`config.mk`:
```
export PLATFORM = sky130hd
export DESIGN_NAME = turf_event_header_buffer_flat
export DESIGN_NICKNAME = d
export VERILOG_FILES = /design/src/rtl/turf_evhdr_pkg.sv /design/src/rtl/turf_event_header_buffer_if.sv /design/src/rtl/turf_evhdr_order_fifo.sv /design/src/rtl/turf_event_header_buffer.sv /design/src/flat_wrapper.sv
export SDC_FILE = /design/constraint.sdc
export NUM_CORES = 2
export LEC_CHECK = 0
export CORE_MARGIN = 4
export CORE_UTILIZATION = 65
export CTS_CLUSTER_DIAMETER = 50
export DETAILED_ROUTE_END_ITERATION = 16
export GPL_ROUTABILITY_DRIVEN = 0
export PLACE_DENSITY_LB_ADDON = 0.25
export RECOVER_POWER = 25
export SETUP_SLACK_MARGIN = 0.15
export SYNTH_ARGS = -nofsm -noshare
export SYNTH_HDL_FRONTEND = slang
export SYNTH_MEMORY_MAX_BITS = 65536
export SYNTH_SLANG_ARGS = --single-unit
```
`constraint.sdc`:
```
create_clock -name clk33_i -period 5.3 [get_ports clk33_i]
set_clock_uncertainty 0.1 [all_clocks]
set_input_delay 1.06 -clock clk33_i [delete_from_list [all_inputs] [get_ports clk33_i]]
set_output_delay 1.06 -clock clk33_i [all_outputs]
set_load 0.02 [all_outputs]
```
`src/rtl/turf_evhdr_pkg.sv`:
```
// Shared parameters, address field slices and FSM encoding
// for the TURF event header buffer (optional HDR_CHECKSUM_EN).
package turf_evhdr_pkg;

    localparam int NBUF      = 4;
    localparam int HDR_WORDS = 22;
    localparam int WORD_W    = 16;
    localparam int BUF_W     = 2;
    localparam int WCNT_W    = 5;

    localparam int BUF_MSB  = 7;
    localparam int BUF_LSB  = 6;
    localparam int WORD_MSB = 5;
    localparam int WORD_LSB = 0;

    // Index of the checksum word, one past the last RAM word.
    localparam logic [WCNT_W-1:0] CSUM_WORD = WCNT_W'(HDR_WORDS);

`ifdef HDR_CHECKSUM_EN
    localparam logic [WCNT_W-1:0] LAST_WORD = CSUM_WORD;
`else
    localparam logic [WCNT_W-1:0] LAST_WORD = WCNT_W'(HDR_WORDS - 1);
`endif

    typedef enum logic [1:0] {
        IDLE,
        FETCH,
        PRESENT,
        RELEASE
    } state_e;

endpackage

```
`src/rtl/turf_event_header_buffer_if.sv`:
```
// Header readout stream: data/valid/ready/last plus buffer index.
// master = header buffer (source), slave = readout consumer.
interface turf_evhdr_if;
    import turf_evhdr_pkg::*;

    logic [WORD_W-1:0] hdr_dat;
    logic              hdr_valid;
    logic              hdr_ready;
    logic              hdr_last;
    logic [BUF_W-1:0]  hdr_buffer;

    modport master (
        output hdr_dat,
        output hdr_valid,
        output hdr_last,
        output hdr_buffer,
        input  hdr_ready
    );

    modport slave (
        input  hdr_dat,
        input  hdr_valid,
        input  hdr_last,
        input  hdr_buffer,
        output hdr_ready
    );

endinterface

```
`src/rtl/turf_evhdr_order_fifo.sv`:
```
// Completion-order queue, NBUF entries of buffer index.
// Ports: clk_i, rst_i, push_i/push_buf_i, pop_i, head_o, empty_o.
module turf_evhdr_order_fifo
    import turf_evhdr_pkg::*;
(
    input  logic             clk_i,
    input  logic             rst_i,
    input  logic             push_i,
    input  logic [BUF_W-1:0] push_buf_i,
    input  logic             pop_i,
    output logic [BUF_W-1:0] head_o,
    output logic             empty_o
);

    logic [BUF_W-1:0] mem_q [NBUF];
    logic [BUF_W-1:0] rd_q, rd_d;
    logic [BUF_W-1:0] wr_q, wr_d;
    logic [BUF_W:0]   cnt_q, cnt_d;
    logic             pop;

    assign empty_o = (cnt_q == '0);
    assign head_o  = mem_q[rd_q];
    assign pop     = pop_i && !empty_o;

    always_comb begin
        rd_d  = rd_q;
        wr_d  = wr_q;
        cnt_d = cnt_q;
        if (pop) begin
            rd_d = rd_q + 1'b1;
        end
        if (push_i) begin
            wr_d = wr_q + 1'b1;
        end
        cnt_d = cnt_q + (BUF_W+1)'(push_i)
                      - (BUF_W+1)'(pop);
    end

    always_ff @(posedge clk_i) begin
        if (push_i) begin
            mem_q[wr_q] <= push_buf_i;
        end
    end

    always_ff @(posedge clk_i or posedge rst_i) begin
        if (rst_i) begin
            rd_q  <= '0;
            wr_q  <= '0;
            cnt_q <= '0;
        end else begin
            rd_q  <= rd_d;
            wr_q  <= wr_d;
            cnt_q <= cnt_d;
        end
    end

endmodule

```
`src/rtl/turf_event_header_buffer.sv`:
```
// Captures event headers into a 4x64 RAM and streams completed
// buffers in completion order. Ports: clk33_i, rst_i, event_*_i
// write/done side, hdr_m stream, buffer_pending_o, overflow_o,
// collision_o. Macro HDR_CHECKSUM_EN appends an XOR word.
module turf_event_header_buffer
    import turf_evhdr_pkg::*;
(
    input  logic              clk33_i,
    input  logic              rst_i,
    input  logic [7:0]        event_addr_i,
    input  logic [WORD_W-1:0] event_dat_i,
    input  logic              event_wr_i,
    input  logic              event_done_i,
    turf_evhdr_if.master      hdr_m,
    output logic [NBUF-1:0]   buffer_pending_o,
    output logic              overflow_o,
    output logic              collision_o
);

    logic [WORD_W-1:0] ram [2**8];

    state_e            state_q, state_d;
    logic [WCNT_W-1:0] word_q, word_d;
    logic [BUF_W-1:0]  buf_q, buf_d;
    logic [WORD_W-1:0] dat_q, dat_d;
    logic [NBUF-1:0]   pend_q, pend_d;
    logic              ovf_q, ovf_d;
    logic              coll_q, coll_d;

    logic              fifo_empty;
    logic [BUF_W-1:0]  fifo_head;
    logic              pop;
    logic              accept;
    logic              valid;
    logic              last;
    logic [BUF_W-1:0]  done_buf;
    logic [WORD_W-1:0] rd_data;

    assign done_buf = event_addr_i[BUF_MSB:BUF_LSB];
    assign rd_data  = ram[{buf_q, 1'b0, word_q}];

    // Writes are never blocked; they always land before any read
    // of the same cycle's done.
    always_ff @(posedge clk33_i) begin
        if (event_wr_i) begin
            ram[event_addr_i] <= event_dat_i;
        end
    end

    turf_evhdr_order_fifo u_fifo (
        .clk_i      (clk33_i),
        .rst_i      (rst_i),
        .push_i     (accept),
        .push_buf_i (done_buf),
        .pop_i      (pop),
        .head_o     (fifo_head),
        .empty_o    (fifo_empty)
    );

`ifdef HDR_CHECKSUM_EN
    logic [WORD_W-1:0] xor_q, xor_d;

    always_comb begin
        xor_d = xor_q;
        if (state_q == IDLE) begin
            xor_d = '0;
        end else if (valid && hdr_m.hdr_ready
                     && word_q != CSUM_WORD) begin
            xor_d = xor_q ^ dat_q;
        end
    end

    always_ff @(posedge clk33_i or posedge rst_i) begin
        if (rst_i) begin
            xor_q <= '0;
        end else begin
            xor_q <= xor_d;
        end
    end
`endif

    always_comb begin
        state_d = state_q;
        word_d  = word_q;
        buf_d   = buf_q;
        dat_d   = dat_q;
        pop     = 1'b0;
        valid   = 1'b0;
        last    = 1'b0;
        unique case (state_q)
            IDLE: begin
                if (!fifo_empty) begin
                    buf_d   = fifo_head;
                    word_d  = '0;
                    state_d = FETCH;
                end
            end
            FETCH: begin
                dat_d = rd_data;
`ifdef HDR_CHECKSUM_EN
                if (word_q == CSUM_WORD) begin
                    dat_d = xor_q;
                end
`endif
                state_d = PRESENT;
            end
            PRESENT: begin
                valid = 1'b1;
                last  = (word_q == LAST_WORD);
                if (hdr_m.hdr_ready) begin
                    if (last) begin
                        state_d = RELEASE;
                    end else begin
                        word_d  = word_q + 1'b1;
                        state_d = FETCH;
                    end
                end
            end
            RELEASE: begin
                pop     = 1'b1;
                state_d = IDLE;
            end
            default: state_d = IDLE;
        endcase
    end

    // A done for the buffer being released this cycle is accepted:
    // the release clears the bit and the new done sets it again.
    always_comb begin
        accept = event_done_i
                 && (!pend_q[done_buf]
                     || (pop && buf_q == done_buf));
        pend_d = pend_q;
        if (pop) begin
            pend_d[buf_q] = 1'b0;
        end
        if (accept) begin
            pend_d[done_buf] = 1'b1;
        end
        ovf_d  = ovf_q | (event_done_i && !accept);
        coll_d = coll_q
                 | (event_wr_i && state_q != IDLE
                    && done_buf == buf_q);
    end

    always_ff @(posedge clk33_i or posedge rst_i) begin
        if (rst_i) begin
            state_q <= IDLE;
            word_q  <= '0;
            buf_q   <= '0;
            dat_q   <= '0;
            pend_q  <= '0;
            ovf_q   <= 1'b0;
            coll_q  <= 1'b0;
        end else begin
            state_q <= state_d;
            word_q  <= word_d;
            buf_q   <= buf_d;
            dat_q   <= dat_d;
            pend_q  <= pend_d;
            ovf_q   <= ovf_d;
            coll_q  <= coll_d;
        end
    end

    assign hdr_m.hdr_dat    = dat_q;
    assign hdr_m.hdr_valid  = valid;
    assign hdr_m.hdr_last   = last;
    assign hdr_m.hdr_buffer = buf_q;
    assign buffer_pending_o = pend_q;
    assign overflow_o       = ovf_q;
    assign collision_o      = coll_q;

endmodule

```
`src/flat_wrapper.sv`:
```
// flat-port wrapper written by rule: the top's interface ports become plain ports
module turf_event_header_buffer_flat import turf_evhdr_pkg::*;
  (clk33_i, rst_i, event_addr_i, event_dat_i, event_wr_i, event_done_i, buffer_pending_o, overflow_o, collision_o, hdr_m_hdr_dat, hdr_m_hdr_valid, hdr_m_hdr_last, hdr_m_hdr_buffer, hdr_m_hdr_ready);
  turf_evhdr_if hdr_m_i ();
  input  logic clk33_i;
  input  logic rst_i;
  input  logic [7:0] event_addr_i;
  input  logic [WORD_W-1:0] event_dat_i;
  input  logic event_wr_i;
  input  logic event_done_i;
  output logic [NBUF-1:0] buffer_pending_o;
  output logic overflow_o;
  output logic collision_o;
  output wire logic [$bits(hdr_m_i.hdr_dat)-1:0] hdr_m_hdr_dat;
  output wire logic [$bits(hdr_m_i.hdr_valid)-1:0] hdr_m_hdr_valid;
  output wire logic [$bits(hdr_m_i.hdr_last)-1:0] hdr_m_hdr_last;
  output wire logic [$bits(hdr_m_i.hdr_buffer)-1:0] hdr_m_hdr_buffer;
  input wire logic [$bits(hdr_m_i.hdr_ready)-1:0] hdr_m_hdr_ready;
  assign hdr_m_hdr_dat = hdr_m_i.hdr_dat;
  assign hdr_m_hdr_valid = hdr_m_i.hdr_valid;
  assign hdr_m_hdr_last = hdr_m_i.hdr_last;
  assign hdr_m_hdr_buffer = hdr_m_i.hdr_buffer;
  assign hdr_m_i.hdr_ready = hdr_m_hdr_ready;
  turf_event_header_buffer u_core (.clk33_i(clk33_i), .rst_i(rst_i), .event_addr_i(event_addr_i), .event_dat_i(event_dat_i), .event_wr_i(event_wr_i), .event_done_i(event_done_i), .hdr_m(hdr_m_i), .buffer_pending_o(buffer_pending_o), .overflow_o(overflow_o), .collision_o(collision_o));
endmodule
```
==> flow_metrics.py <==
metrics = {
    "global_routing": {
        "grt_pass1_wl_um": 316000,
        "grt_use_total": 0.348,
        "grt_max_degree": 98,
        "grt_antenna_before_repair": 17,
        "overflow": 0,
        "grt_pass1_vias": 41900,
    },
    "sta": {
        "fin_hold_ws_ns": 0.420,
        "fin_ws_ns": 0.503,
        "hold_violations": 0,
        "fin_crit_ns": 4.80,
        "max_clock_freq_mhz": 208,
        "fin_crit_sh": 0.905,
        "rsz0062_at_grt": "no",
        "drv_slew": 1304,
        "slew_headroom": -2.18,
        "finalSetupViolations": 0,
        "tightest_slew_ns": 4.77,
        "tns_ns": 0,
    },
    "final_layout": {
        "final_common_cell": "edfxtp_1",
        "nets": 4081,
        "stdcell_area_um2": 91000,
        "fillCellCount": 6685,
        "drive_gt1_frac": 0.271,
        "regArea_um2": 62700,
        "mostFrequentLayoutCells": "2056 x edfxtp_1, 489 x mux4_2, 260 x buf_4, 208 x clkbuf_16, 131 x mux2i_1",
        "multi_input_area_um2": 17100,
        "area_growth_syn_to_layout_pct": 12.4,
    },
    "clock_tree": {
        "clkSinkCount": 2094,
        "cts_resized": 0,
        "insertion_delay_ns": 0.85,
        "cts.clk_slew.worst_paths_ns": 0.06,
        "cts_max_level": 4,
        "clockBufferDepth": 3,
        "cts_tree": "done",
        "hold_buffers": 0,
        "cts-root-buf": "clkbuf_16",
        "post_cts_buffers": 0,
        "numCtsBuffers": 202,
    },
    "route": {
        "drt_wl_total_um": 223000,
        "vias": 42800,
        "drc": 0,
        "wire_per_inst_um": 38.0,
        "antenna_left": 0,
        "drt_iter0_drc": 7575,
        "first_pass_iters": 9,
        "vias_per_cell": 7.30,
    },
    "floorplanning": {
        "core_um2": 124000,
        "die_w_um": 361,
        "fp.dieH_um": 361,
        "rows": 129,
        "start_util": 0.655,
        "io_pins": 55,
        "die-area_um2": 130000,
    },
    "setup_path": {
        "crit_chain": "buf_4 > nand2_1 > nor3_1 > clkdlybuf4s50_1",
        "cp_max_fo": 39,
        "rr_worst_depth": 7,
        "cp.arrival_ns": 3.64,
        "crit_start": "u_core.word_q[2]",
        "cp-endpoint": "hdr_m_hdr_last",
        "end_kind": "output pin",
        "slowest_delay_ns": 0.96,
        "critPathRequiredTime_ns": 4.14,
        "reg2reg_to": "u_core.hdr_m.hdr_dat[4]",
        "path_class": "flop to output pin",
        "reg2reg_slack_ns": 0.94,
        "cpMaxStageDelayCell": "dfrtp_4",
        "cp-start-kind": "flop",
        "reg2reg_from": "u_core.word_q[1]",
    },
    "synth": {
        "avgSynthCellArea_um2": 21.8,
        "ys_seq_area_frac": 0.775,
        "async_flop_share": 0.0181,
        "synth_edf_count": 2056,
        "synthFlopType": "edfxtp_1",
        "yosys_warnings": 0,
        "yosysUniqueCellTypes": 63,
        "synth_nets": 3756,
        "ys_seq_elements": 2094,
        "netlist_instances": 3718,
        "syn-cell-area_um2": 80900,
    },
    "run_status": {
        "outcome": "finished with violations",
        "violations": "capacitance limit, slew limit",
    },
    "power_and_ir_drop": {
        "power_density_nw_per_um2": 439,
        "p_leak_nw": 28.2,
        "max-vdd-ir-drop_v": 0.000484,
    },
    "worst_hold_path": {
        "hp-class": "flop to flop",
        "whs_path_depth": 1,
    },
    "placed_design": {
        "portBuffers": 54,
        "placed_area_um2": 84600,
        "dp_hpwl_um": 130000,
        "pre_cts_ws_ns": 1.07,
    },
    "flow_run": {
        "drv_cap": 18,
    },
}
metrics by stage:
| stage | power (mW) | std cells | util |
|---|---|---|---|
| final | 40.0 | 5857 | 0.736 |
| after CTS | 39.9 | 5847 | 0.736 |
| after global routing | 41.1 | 5848 | 0.736 |
| after detailed placement | 26.0 | 5476 | 0.685 |
| after global placement | 25.9 | 5476 | 0.685 |
| after floorplan | 23.4 | 3718 | - |
power by group:
group | switching (mW) | internal (mW)
Sequential | 0.434 | 18.4
Clock | 6.06 | 7.94
Combinational | 4.15 | 3.02
layout make-up:
class                      instances  share of cell area
antenna                           10            0.000275
inverter                          15            0.000674
clock buffer                     247              0.0588
multi-input combinational       1400               0.188
sequential                      2094               0.689
timing repair buffer             330              0.0293
tap                             1637              0.0225
clock inverter                   124              0.0117
worst min-delay path by stage:
stage	start	to	slack, ns
finish	u_core.u_fifo.cnt_q[0]	u_core.u_fifo.cnt_q[0]	0.42
global route	u_core.u_fifo.cnt_q[0]	u_core.u_fifo.cnt_q[0]	0.42
CTS	u_core.overflow_o	u_core.overflow_o	0.41
detailed placement	u_core.collision_o	u_core.collision_o	0.40
global placement	u_core.overflow_o	u_core.overflow_o	0.38
floorplan	u_core.u_fifo.cnt_q[0]	u_core.u_fifo.cnt_q[0]	0.38
metal layers:
layer | GRT usage | part of all wire | vias to the layer above | wire [um]
met5 | 0 | 0.00022 | - | 50
met2 | 0.506 | 0.45 | 3662 | 101000
met1 | 0.480 | 0.34 | 22100 | 75000
li1 | - | - | 16300 | -
met3 | 0.124 | 0.15 | 713 | 33700
met4 | 0.167 | 0.060 | 8 | 13300
worst max-delay path: cells and delay by family, from the launching register on:
family                 cells  cell delay, ns
and+or+nand+nor            2            0.58
DFF                        1            0.96
buffers and inverters      2            1.20
synthesized netlist by cell type (7+ instances only):
master,instances,area [um2]
clkbuf_1,89,334
o21ai_0,24,120
nor3_1,8,40.0
nand2_1,118,443
o21ai_1,15,75.1
a22o_1,25,219
nand4_1,19,119
buf_2,39,195
o221ai_1,13,114
nand2b_1,12,75.1
and3_1,7,43.8
buf_8,13,195
buf_4,20,150
a31oi_1,17,106
buf_1,14,52.6
a21oi_1,45,225
dfrtp_1,38,951
mux4_2,489,11000
a211oi_1,11,82.6
a22oi_1,71,533
nor2_1,178,668
xnor2_1,9,78.8
buf_6,32,360
o211ai_1,11,82.6
edfxtp_1,2056,61700
mux2_2,12,135
a221oi_1,38,333
ha_1,8,100
mux2i_1,131,1310
nand3_1,49,245
inv_1,14,52.6
o22ai_1,17,106
nor2b_1,16,100
flip-flops by register name (all words and copies together), names as in the netlist:
| register | cells |
|---|---|
| u_core.collision_o | 1 |
| u_core.state_q | 2 |
| u_core.overflow_o | 1 |
| u_core.u_fifo.mem_q | 8 |
| u_core.buffer_pending_o | 4 |
| u_core.u_fifo.cnt_q | 3 |
| u_core.hdr_m.hdr_dat | 16 |
| u_core.hdr_m.hdr_buffer | 2 |
| u_core.u_fifo.wr_q | 2 |
| u_core.u_fifo.rd_q | 2 |
| u_core.ram | 2048 |
| u_core.word_q | 5 |
kinds of logic (layout without fill, tap and decap cells):
| family | after synthesis | after routing | share of synthesized area |
|---|---|---|---|
| DFF | 2094 | 2094 | 0.775 |
| muxes | 632 | 632 | 0.154 |
| and+or+nand+nor | 427 | 427 | 0.0231 |
| AOI/OAI and AO/OA | 322 | 322 | 0.0287 |
| buffers and inverters | 224 | 716 | 0.0171 |
| xor gates and xnor gates | 10 | 10 | 0.00108 |
| adders and majority gates | 9 | 9 | 0.00148 |
| other | 0 | 10 | 0 |
No activity file was read; power rests on OpenSTA's default activity.
